[src/rtl/uart_pkg.sv]
// Shared UART definitions: receiver/transmitter state encoding, the default
// oversample ratio and the parity helper both ends of the link use.
package uart_pkg;

  // Receiver FSM states (3-bit encoding).
  typedef enum logic [2:0] {
    ST_IDLE   = 3'd0,
    ST_START  = 3'd1,
    ST_DATA   = 3'd2,
    ST_PARITY = 3'd3,
    ST_STOP   = 3'd4,
    ST_BREAK  = 3'd5
  } uart_state_e;

  // Ticks per bit period produced by the shared baud generator.
  localparam int unsigned OVERSAMPLE_DEFAULT = 16;

  // Widest data word the parity helper accepts.
  localparam int unsigned PARITY_MAX_BITS = 32;

  // Parity over the low n_bits of data. even=1 returns ^data (even parity),
  // even=0 returns ~^data (odd parity).
  function automatic logic parity_bit(
    input logic [PARITY_MAX_BITS-1:0] data,
    input int unsigned                n_bits,
    input logic                       even
  );
    logic acc;
    acc = 1'b0;
    for (int unsigned i = 0; i < PARITY_MAX_BITS; i++) begin
      if (i < n_bits) begin
        acc = acc ^ data[i];
      end
    end
    return even ? acc : ~acc;
  endfunction

endpackage

[src/rtl/uart_sync2.sv]
// Two-flop synchronizer for a single asynchronous input. The reset value is a
// parameter so idle-high lines (like a UART rx) do not glitch low out of reset.
module uart_sync2 #(
  parameter logic RESET_VALUE = 1'b1
) (
  input  logic i_clock,
  input  logic i_reset,
  input  logic i_async,
  output logic o_sync
);

  logic meta_q, meta_d;
  logic sync_q, sync_d;

  // Next-value logic: the first stage captures the raw input, the second
  // stage re-times the (possibly metastable) first stage.
  always_comb begin
    meta_d = i_async;
    sync_d = meta_q;
  end

  // Synchronizer flops with synchronous reset to the line's idle level.
  always_ff @(posedge i_clock) begin
    if (i_reset) begin
      meta_q <= RESET_VALUE;
      sync_q <= RESET_VALUE;
    end else begin
      meta_q <= meta_d;
      sync_q <= sync_d;
    end
  end

  assign o_sync = sync_q;

endmodule

[src/rtl/uart_receiver.sv]
// UART receiver: oversampled start detection, centre-of-bit sampling of
// N_DATA LSB-first data bits, optional parity and M_STOP stop bits.
// Completed frames (good or bad) produce a one-cycle o_rx_done pulse with the
// word and error flags held until the next frame completes.
module uart_receiver
  import uart_pkg::*;
#(
  parameter int unsigned NB_DATA         = 8,
  parameter int unsigned N_DATA          = 8,
  parameter bit          PARITY_CHECK    = 1'b1,
  parameter bit          EVEN_ODD_PARITY = 1'b1,
  parameter int unsigned M_STOP          = 1,
  parameter int unsigned OVERSAMPLE      = OVERSAMPLE_DEFAULT
) (
  input  logic               i_clock,
  input  logic               i_reset,
  input  logic               i_tick,
  input  logic               i_rx,
  output logic [NB_DATA-1:0] o_data,
  output logic               o_rx_done,
  output logic               o_parity_err,
  output logic               o_frame_err
);

  // Counter widths and the tick/bit counts that trigger a sample.
  localparam int unsigned TCW     = $clog2(OVERSAMPLE);
  localparam int unsigned BIT_MAX = (N_DATA > M_STOP) ? N_DATA : M_STOP;
  localparam int unsigned BCW     = $clog2(BIT_MAX + 1);

  localparam logic [TCW-1:0] TICK_MID  = TCW'(OVERSAMPLE / 2 - 1);
  localparam logic [TCW-1:0] TICK_LAST = TCW'(OVERSAMPLE - 1);
  localparam logic [BCW-1:0] DATA_LAST = BCW'(N_DATA - 1);
  localparam logic [BCW-1:0] STOP_LAST = BCW'(M_STOP - 1);

  // Synchronized serial line; every decision below uses this, never i_rx.
  logic rx_s;

  uart_sync2 #(
    .RESET_VALUE (1'b1)
  ) u_rx_sync (
    .i_clock (i_clock),
    .i_reset (i_reset),
    .i_async (i_rx),
    .o_sync  (rx_s)
  );

  // FSM state and sampling counters.
  uart_state_e       state_q, state_d;
  logic [TCW-1:0]    tick_cnt_q, tick_cnt_d;
  logic [BCW-1:0]    bit_cnt_q, bit_cnt_d;

  // Frame accumulation: data shift register and per-frame error flags.
  logic [N_DATA-1:0] shift_q, shift_d;
  logic              par_mis_q, par_mis_d;
  logic              stop_low_q, stop_low_d;

  // Output registers, loaded only when a frame completes.
  logic [NB_DATA-1:0] data_q, data_d;
  logic               rx_done_q, rx_done_d;
  logic               parity_err_q, parity_err_d;
  logic               frame_err_q, frame_err_d;

  // Helper terms for the sampling points.
  logic              centre_tick;
  logic              parity_expected;
  logic              stop_low_now;

  assign centre_tick     = (tick_cnt_q == TICK_LAST);
  assign parity_expected = parity_bit(PARITY_MAX_BITS'(shift_q), N_DATA, EVEN_ODD_PARITY);
  assign stop_low_now    = stop_low_q | ~rx_s;

  // Next-state and datapath logic; everything advances only on i_tick, while
  // the done pulse defaults low every cycle so it lasts exactly one clock.
  always_comb begin
    state_d      = state_q;
    tick_cnt_d   = tick_cnt_q;
    bit_cnt_d    = bit_cnt_q;
    shift_d      = shift_q;
    par_mis_d    = par_mis_q;
    stop_low_d   = stop_low_q;
    data_d       = data_q;
    parity_err_d = parity_err_q;
    frame_err_d  = frame_err_q;
    rx_done_d    = 1'b0;

    if (i_tick) begin
      case (state_q)
        ST_IDLE: begin
          // A low line on a tick is a candidate start edge.
          if (!rx_s) begin
            state_d    = ST_START;
            tick_cnt_d = '0;
          end
        end

        ST_START: begin
          // Re-check the line half a bit later to reject glitches.
          if (tick_cnt_q == TICK_MID) begin
            tick_cnt_d = '0;
            if (rx_s) begin
              state_d = ST_IDLE;
            end else begin
              state_d    = ST_DATA;
              bit_cnt_d  = '0;
              par_mis_d  = 1'b0;
              stop_low_d = 1'b0;
            end
          end else begin
            tick_cnt_d = tick_cnt_q + TCW'(1);
          end
        end

        ST_DATA: begin
          if (centre_tick) begin
            tick_cnt_d = '0;
            // LSB arrives first, so shift in from the top.
            shift_d              = shift_q >> 1;
            shift_d[N_DATA-1]    = rx_s;
            if (bit_cnt_q == DATA_LAST) begin
              bit_cnt_d = '0;
              state_d   = PARITY_CHECK ? ST_PARITY : ST_STOP;
            end else begin
              bit_cnt_d = bit_cnt_q + BCW'(1);
            end
          end else begin
            tick_cnt_d = tick_cnt_q + TCW'(1);
          end
        end

        ST_PARITY: begin
          if (centre_tick) begin
            tick_cnt_d = '0;
            bit_cnt_d  = '0;
            par_mis_d  = rx_s ^ parity_expected;
            state_d    = ST_STOP;
          end else begin
            tick_cnt_d = tick_cnt_q + TCW'(1);
          end
        end

        ST_STOP: begin
          if (centre_tick) begin
            tick_cnt_d = '0;
            if (bit_cnt_q == STOP_LAST) begin
              // Last stop sample: publish the frame and its error flags.
              bit_cnt_d    = '0;
              data_d       = NB_DATA'(shift_q);
              parity_err_d = par_mis_q;
              frame_err_d  = stop_low_now;
              rx_done_d    = 1'b1;
              stop_low_d   = stop_low_now;
              state_d      = stop_low_now ? ST_BREAK : ST_IDLE;
            end else begin
              bit_cnt_d  = bit_cnt_q + BCW'(1);
              stop_low_d = stop_low_now;
            end
          end else begin
            tick_cnt_d = tick_cnt_q + TCW'(1);
          end
        end

        ST_BREAK: begin
          // A line held low must return high before a new start is accepted.
          if (rx_s) begin
            state_d    = ST_IDLE;
            tick_cnt_d = '0;
          end
        end

        default: begin
          state_d    = ST_IDLE;
          tick_cnt_d = '0;
          bit_cnt_d  = '0;
        end
      endcase
    end
  end

  // State, counter, datapath and output registers with synchronous reset;
  // reset mid-frame simply abandons the frame.
  always_ff @(posedge i_clock) begin
    if (i_reset) begin
      state_q      <= ST_IDLE;
      tick_cnt_q   <= '0;
      bit_cnt_q    <= '0;
      shift_q      <= '0;
      par_mis_q    <= 1'b0;
      stop_low_q   <= 1'b0;
      data_q       <= '0;
      rx_done_q    <= 1'b0;
      parity_err_q <= 1'b0;
      frame_err_q  <= 1'b0;
    end else begin
      state_q      <= state_d;
      tick_cnt_q   <= tick_cnt_d;
      bit_cnt_q    <= bit_cnt_d;
      shift_q      <= shift_d;
      par_mis_q    <= par_mis_d;
      stop_low_q   <= stop_low_d;
      data_q       <= data_d;
      rx_done_q    <= rx_done_d;
      parity_err_q <= parity_err_d;
      frame_err_q  <= frame_err_d;
    end
  end

  assign o_data       = data_q;
  assign o_rx_done    = rx_done_q;
  assign o_parity_err = parity_err_q;
  assign o_frame_err  = frame_err_q;

endmodule
[config.mk]
export PLATFORM = sky130hd
export DESIGN_NAME = uart_receiver
export DESIGN_NICKNAME = d
export VERILOG_FILES = /design/src/rtl/uart_pkg.sv /design/src/rtl/uart_sync2.sv /design/src/rtl/uart_receiver.sv
export SDC_FILE = /design/constraint.sdc
export NUM_CORES = 1
export LEC_CHECK = 0
export ABC_AREA = 0
export ABC_CLOCK_PERIOD_IN_PS = 2350
export CAP_MARGIN = 20
export CORE_ASPECT_RATIO = 1.2
export CORE_MARGIN = 10
export CORE_UTILIZATION = 39
export DETAILED_ROUTE_END_ITERATION = 8
export SYNTH_ARGS = -nofsm -noshare
export SYNTH_HDL_FRONTEND = slang
export SYNTH_SLANG_ARGS = --single-unit
[constraint.sdc]
create_clock -name i_clock -period 2.35 [get_ports i_clock]
set_input_delay 0.47 -clock i_clock [delete_from_list [all_inputs] [get_ports i_clock]]
set_output_delay 0.47 -clock i_clock [all_outputs]
set_load 0.02 [all_outputs]
Yosys cells after proc, flatten, opt, wreduce, memory -nomap -nowiden

Index checks and enable logic that the tools add are counted.

Output and inout bits: 11
Flip-flop bits (word level): 34
ROM bits: 0
Input bits: 4
Word-level logic and storage cells: 89
Memories kept: 0
Bits in writable memories: 0
Latch bits: 0

Bitwise gates (word level): 14
Multipliers: 0
Eq/ne operators: 17
$add $sub $neg: 2
Div/mod/pow operators: 0
Reduce and logical (&&, ||, !) cells: 14
Order comparisons: 0
Shift-type cells: 0
Multiplexer cells: 30

Operators by type and width:

| kind                | count |
|---|---|
| $mux 4              | 10 |
| $mux 3              | 9 |
| $pmux 4 s5          | 1 |
| $pmux 3 s6          | 1 |
| $ne 2x2->1 const B  | 8 |
| $pmux 4 s4          | 1 |
| $reduce_and 5->1    | 2 |
| $reduce_and 9->1    | 1 |
| $add 4x1->4 const B | 2 |
| $eq 4x3->1 const B  | 2 |
| $xor 1x1->1         | 8 |
| $reduce_and 7->1    | 1 |
| $eq 3x2->1 const B  | 2 |
| $eq 3x3->1 const B  | 2 |
| $reduce_and 3->1    | 2 |
| $mux 1              | 5 |
| $not 1->1           | 5 |
| $eq 4x4->1 const B  | 1 |
| $logic_not 4->1     | 1 |
| $pmux 1 s2          | 2 |
| $reduce_and 4->1    | 1 |
| $reduce_bool 2->1   | 2 |
| $reduce_or 4->1     | 1 |
| $eq 3x1->1 const B  | 1 |
| other kinds (6)     | 6 |

Logic depth before layout (Yosys ltp)

Depth after elaboration: 10
Depth in mapped cells: 7
Gate-level depth less buffers: 7

Hierarchy

Synthesis repeated with hierarchy kept, for this count alone.

Cell total of the unflattened synthesis: 188
Area, all modules: 1739.2 um^2

By module, submodules not included:

| module        | instances | cells each | seq. area each (um^2) | area each (um^2) |
|---|---|---|---|---|
| uart_receiver | 1         | 184        | 640.6                 | 1686.6 |
| uart_sync2    | 1         | 4          | 40.0                  | 52.6 |

Least setup slack after synthesis

No wires, ideal clock.

Kind: register to register
Start: register bit_cnt_q[0]
End: register state_q[2]
Arrival: 1.606 ns
Required time: 2.218 ns
Clock period less this slack: 1.738 ns
Slack: 0.612 ns
Buffers on the path: 0
Setup time: 0.132 ns
Stages on the path, launching flop included: 8
Path through: dfxtp_1 -> inv_1 -> ha_1 -> or3b_1 -> a22oi_2 -> inv_1 -> nor4_1 -> nor3_1

Word-level cells in the longest chain between the ends: 3
Elaborated cells on any way between the ends: 5
Classes of those cells: eq/ne (3); reduce/logical (2)

RTL lines:

| element                                              | line                                       | text |
|---|---|---|
| start, declared                                      | uart_receiver.sv:50                        | `logic [BCW-1:0] bit_cnt_q, bit_cnt_d;` |
| start signal, assigned                               | uart_receiver.sv:196                       | `bit_cnt_q <= bit_cnt_d;` |
| $eq 4x3->1 / $logic_not 4->1 (equally long branches) | uart_receiver.sv:119, uart_receiver.sv:144 |  |
| $ne 2x2->1 (no line)                                 | -                                          |  |
| $reduce_and 9->1 (no line) *                         | -                                          |  |
| end signal, assigned                                 | uart_receiver.sv:194                       | `state_q <= state_d;` |
| end, declared                                        | uart_receiver.sv:48                        | `uart_state_e state_q, state_d;` |

Mark *: on every way between the ends. The rest lies on a longest branch, timed or not.
A chain may end at the register's enable or synchronous reset.

Worst setup path after layout

Start: register bit_cnt_q[0]
End: register state_q[0]

The elaborated chain is that of the path after synthesis.

==> flow_summary.json <==
{
  "holdPathEnd": "u_rx_sync.o_sync",
  "outcome": "finished clean",
  "min_period_ns": 2.03,
  "postRouteWirelength_um": 3520,
  "synthMuxAreaShare_pct": 11.9,
  "synthFlopType": "sky130_fd_sc_hd__dfxtp_1",
  "grt_max_degree": 24,
  "yosys_warnings": 0,
  "timing.hold.worst.start": "u_rx_sync.meta_q",
  "r2r_end": "state_q[0]",
  "final.period_utilization_pct": 86.5,
  "synth_xor_area_share_pct": 4.96,
  "cts_hold_buffers": 0,
  "power-per-cell-area_nw_per_um2": 660,
  "static-leakage-power_nw": 0.636,
  "worst_hold_path_type": "flop to flop",
  "cts.root.buffer_cell": "sky130_fd_sc_hd__clkbuf_8",
  "cp.arrival_ns": 2.19,
  "synth_async_sr_flop_share_pct": 0,
  "drt_drc_violations_left": 0,
  "worstPathRequired_ns": 2.50,
  "clock-skew-final_ns": 0.00534,
  "grt_first_pass_wirelength_um": 6180,
  "wire_per_inst_um": 13.9,
  "layout_commonest_cell": "sky130_fd_sc_hd__dfxtp_1",
  "tritoncts": "done",
  "setup.reg_to_reg.worst_slack_ns": 0.32,
  "fin_cells": 254,
  "post_synth.cell_area_avg_um2": 9.13,
  "setup.worst_path.class": "flop to flop",
  "die_h_um": 92.1,
  "vias_per_cell": 5.34,
  "rows": 26,
  "multi_input_area_um2": 933,
  "critPathSlowestCell": "sky130_fd_sc_hd__or3b_1",
  "synthSimpleGateAreaFrac_pct": 25.6,
  "rsz_0062_raised_after_global_routing": "no",
  "vdd_ir_drop_max_v": 0.000410,
  "fraction_of_final_layout_cells_with_drive_strength_greater_than_1_pct": 11.6,
  "critPathMaxFanout": 7,
  "critical_path_cell_by_cell": "inv_1 -> ha_1 -> or3b_1 -> a22oi_2 -> inv_1 -> nor4_1 -> nor3_1",
  "setup_ws_ns": 0.317,
  "fmax_ghz": 0.492,
  "numCtsBuffers": 5,
  "path_clk_slew_ns": 0.06,
  "post_synth_fa_ha_maj_area_fraction_pct": 2.22,
  "h_tree_depth": 2,
  "drv.max_cap_violation_count": 0,
  "number_of_setup_violations_in_the_final_report": 0,
  "drtIter0Drc": 121,
  "finalNetCount": 206,
  "routed-via-count": 1357,
  "place_hpwl_um": 2520,
  "initial_core_util_pct": 39.9,
  "number_of_antenna_violations_at_the_first_check_in_global_routing": 0,
  "cts.sinks": 34,
  "synth_cell_types": 47,
  "main_combinational_cell_family_by_area_after_synthesis": "simple AND/OR/NAND/NOR gates",
  "cp_slowest_stage_delay_ns": 0.44,
  "1st_pass_router_iterations": 4,
  "max-clock-path-buffers": 2,
  "placed_cells_incl_taps": 248,
  "setup.worst_path.end_class": "flop",
  "ant_nets": 0,
  "tightest_slew_ns": 0.572,
  "ctsResizeCount": 0,
  "diodes": 0,
  "hold_depth": 1,
  "synth_seq_cells": 34,
  "top_level_ports": 15,
  "die_w_um": 80.1,
  "yosysSeqAreaShare_pct": 40.3,
  "slew_viol_final": 0,
  "relative_slew_margins_pct": 61.8,
  "setup_total_negative_slack_ns": 0,
  "cts_setup_buffers": 0,
  "ff2ff_path_depth": 7,
  "area.growth.synth_to_final_pct": 16.1,
  "hold_viol": 0,
  "synthCells": 185,
  "grt_overflow_total": 0,
  "critical_path.reg2reg.startpoint": "bit_cnt_q[0]",
  "global_route_usage_sum_pct": 10.3,
  "synth_compound_gate_area_share_pct": 10.5,
  "critical_path_start_type": "flop",
  "clk-insertion-delay-late_ns": 0.28,
  "crit_path_frequent_cell": "sky130_fd_sc_hd__inv_1",
  "grt_pass1_vias": 1345,
  "coreArea_um2": 4230,
  "syn-num-nets": 192,
  "fill_cells": 445,
  "placement.io_buffers": 14,
  "placement.setup.worst_slack_ns": 0.229,
  "commonest_cells_after_routing_fill_and_taps_aside": "sky130_fd_sc_hd__dfxtp_1 (34), sky130_fd_sc_hd__nor2_1 (26), sky130_fd_sc_hd__mux2i_1 (19)",
  "syn_area_um2": 1690,
  "sequential_cell_area_um2": 681,
  "synth-edff-count": 0,
  "design.die.area_um2": 7370,
  "routabilityCongestion": 0.829
}
routing by layer:
| layer | part of all wire (%) | vias up | global-route usage [%] | routed length, um |
|---|---|---|---|---|
| met2 | 51 | 30 | 16.9 | 1790 |
| met3 | 6.5 | 8 | 4.88 | 229 |
| met5 | 0 | - | 0 | 0 |
| met1 | 40 | 643 | 10.8 | 1420 |
| li1 | - | 676 | - | - |
| met4 | 2.5 | 0 | 5.15 | 87 |
state kept, by name, summed over array words and instances, names as in the netlist:
register	count
o_frame_err	1
par_mis_q	1
u_rx_sync.meta_q	1
bit_cnt_q	4
o_parity_err	1
tick_cnt_q	4
shift_q	8
u_rx_sync.o_sync	1
o_rx_done	1
stop_low_q	1
o_data	8
state_q	3
where the power goes:
group | switching, mW | leakage [nW] | total (mW) | internal [mW]
sequential | 0.0434 | 0.274 | 0.636 | 0.592
clock | 0.189 | 0.0431 | 0.414 | 0.225
combinational | 0.133 | 0.318 | 0.244 | 0.110
worst max-delay path: cells and delay by family, from the launching register on:
kind                     cells  cell delay (ns)
AND/OR/NAND/NOR              3             0.81
adder cells (fa/ha/maj)      1             0.14
AO/OA/AOI/OAI                1             0.40
buffers and inverters        2             0.21
flip-flops                   1             0.35
final cells by class:
type	count	share of cell area (%)
Clock buffer	6	4.21
Sequential cell	34	34.7
Timing Repair Buffer	17	8.93
Tap cell	56	3.57
Inverter	5	0.957
Multi-Input combinational cell	136	47.6
cells by family (layout without fill, tap and decap cells):
logic type	count (synthesis)	count (layout)
buffers and inverters	15	28
muxes	20	20
and+or+nand+nor	78	78
DFF	34	34
xor gates and xnor gates	8	8
AOI/OAI and AO/OA	27	27
adders and majority gates	3	3
through the flow:
| stage | instance area (um^2) | total power [mW] | util (%) | hold WS (ns) |
|---|---|---|---|---|
| floorplan | 1690 | 0.858 | - | 0.389 |
| global placement | 1880 | 0.887 | 44.4 | 0.397 |
| detailed placement | 1880 | 0.891 | 44.4 | 0.399 |
| CTS | 1960 | 1.31 | 46.4 | 0.414 |
| global route | 1960 | 1.38 | 46.4 | 0.441 |
| finish | 1960 | 1.29 | 46.4 | 0.410 |
cell usage after synthesis (all sizes together), types with 3 or more instances:
library cell / n / area share (%)
dfxtp: 34 / 40
nor2: 27 / 6.1
mux2i: 19 / 11
a21oi: 12 / 3.6
nand2: 10 / 2.2
nand3: 9 / 3.0
nor3: 7 / 2.4
buf: 6 / 2.4
o21ai: 6 / 2.0
xnor2: 6 / 3.1
inv: 5 / 1.1
clkbuf: 4 / 0.89
nor2b: 4 / 1.5
nor3b: 4 / 2.7
ha: 3 / 2.2
nor4: 3 / 1.1
worst max path at each step:
stage	from	end	slack, ns	depth (start not counted)
finish	bit_cnt_q[0]	state_q[0]	0.32	7
global route	state_q[1]	bit_cnt_q[3]	0.19	5
CTS	bit_cnt_q[0]	state_q[0]	0.35	7
detailed placement	i_tick	o_data[4]	0.23	6
global placement	i_tick	o_data[6]	0.26	6
floorplan	bit_cnt_q[0]	state_q[2]	0.61	7
No activity file was read; power rests on OpenSTA's default activity.
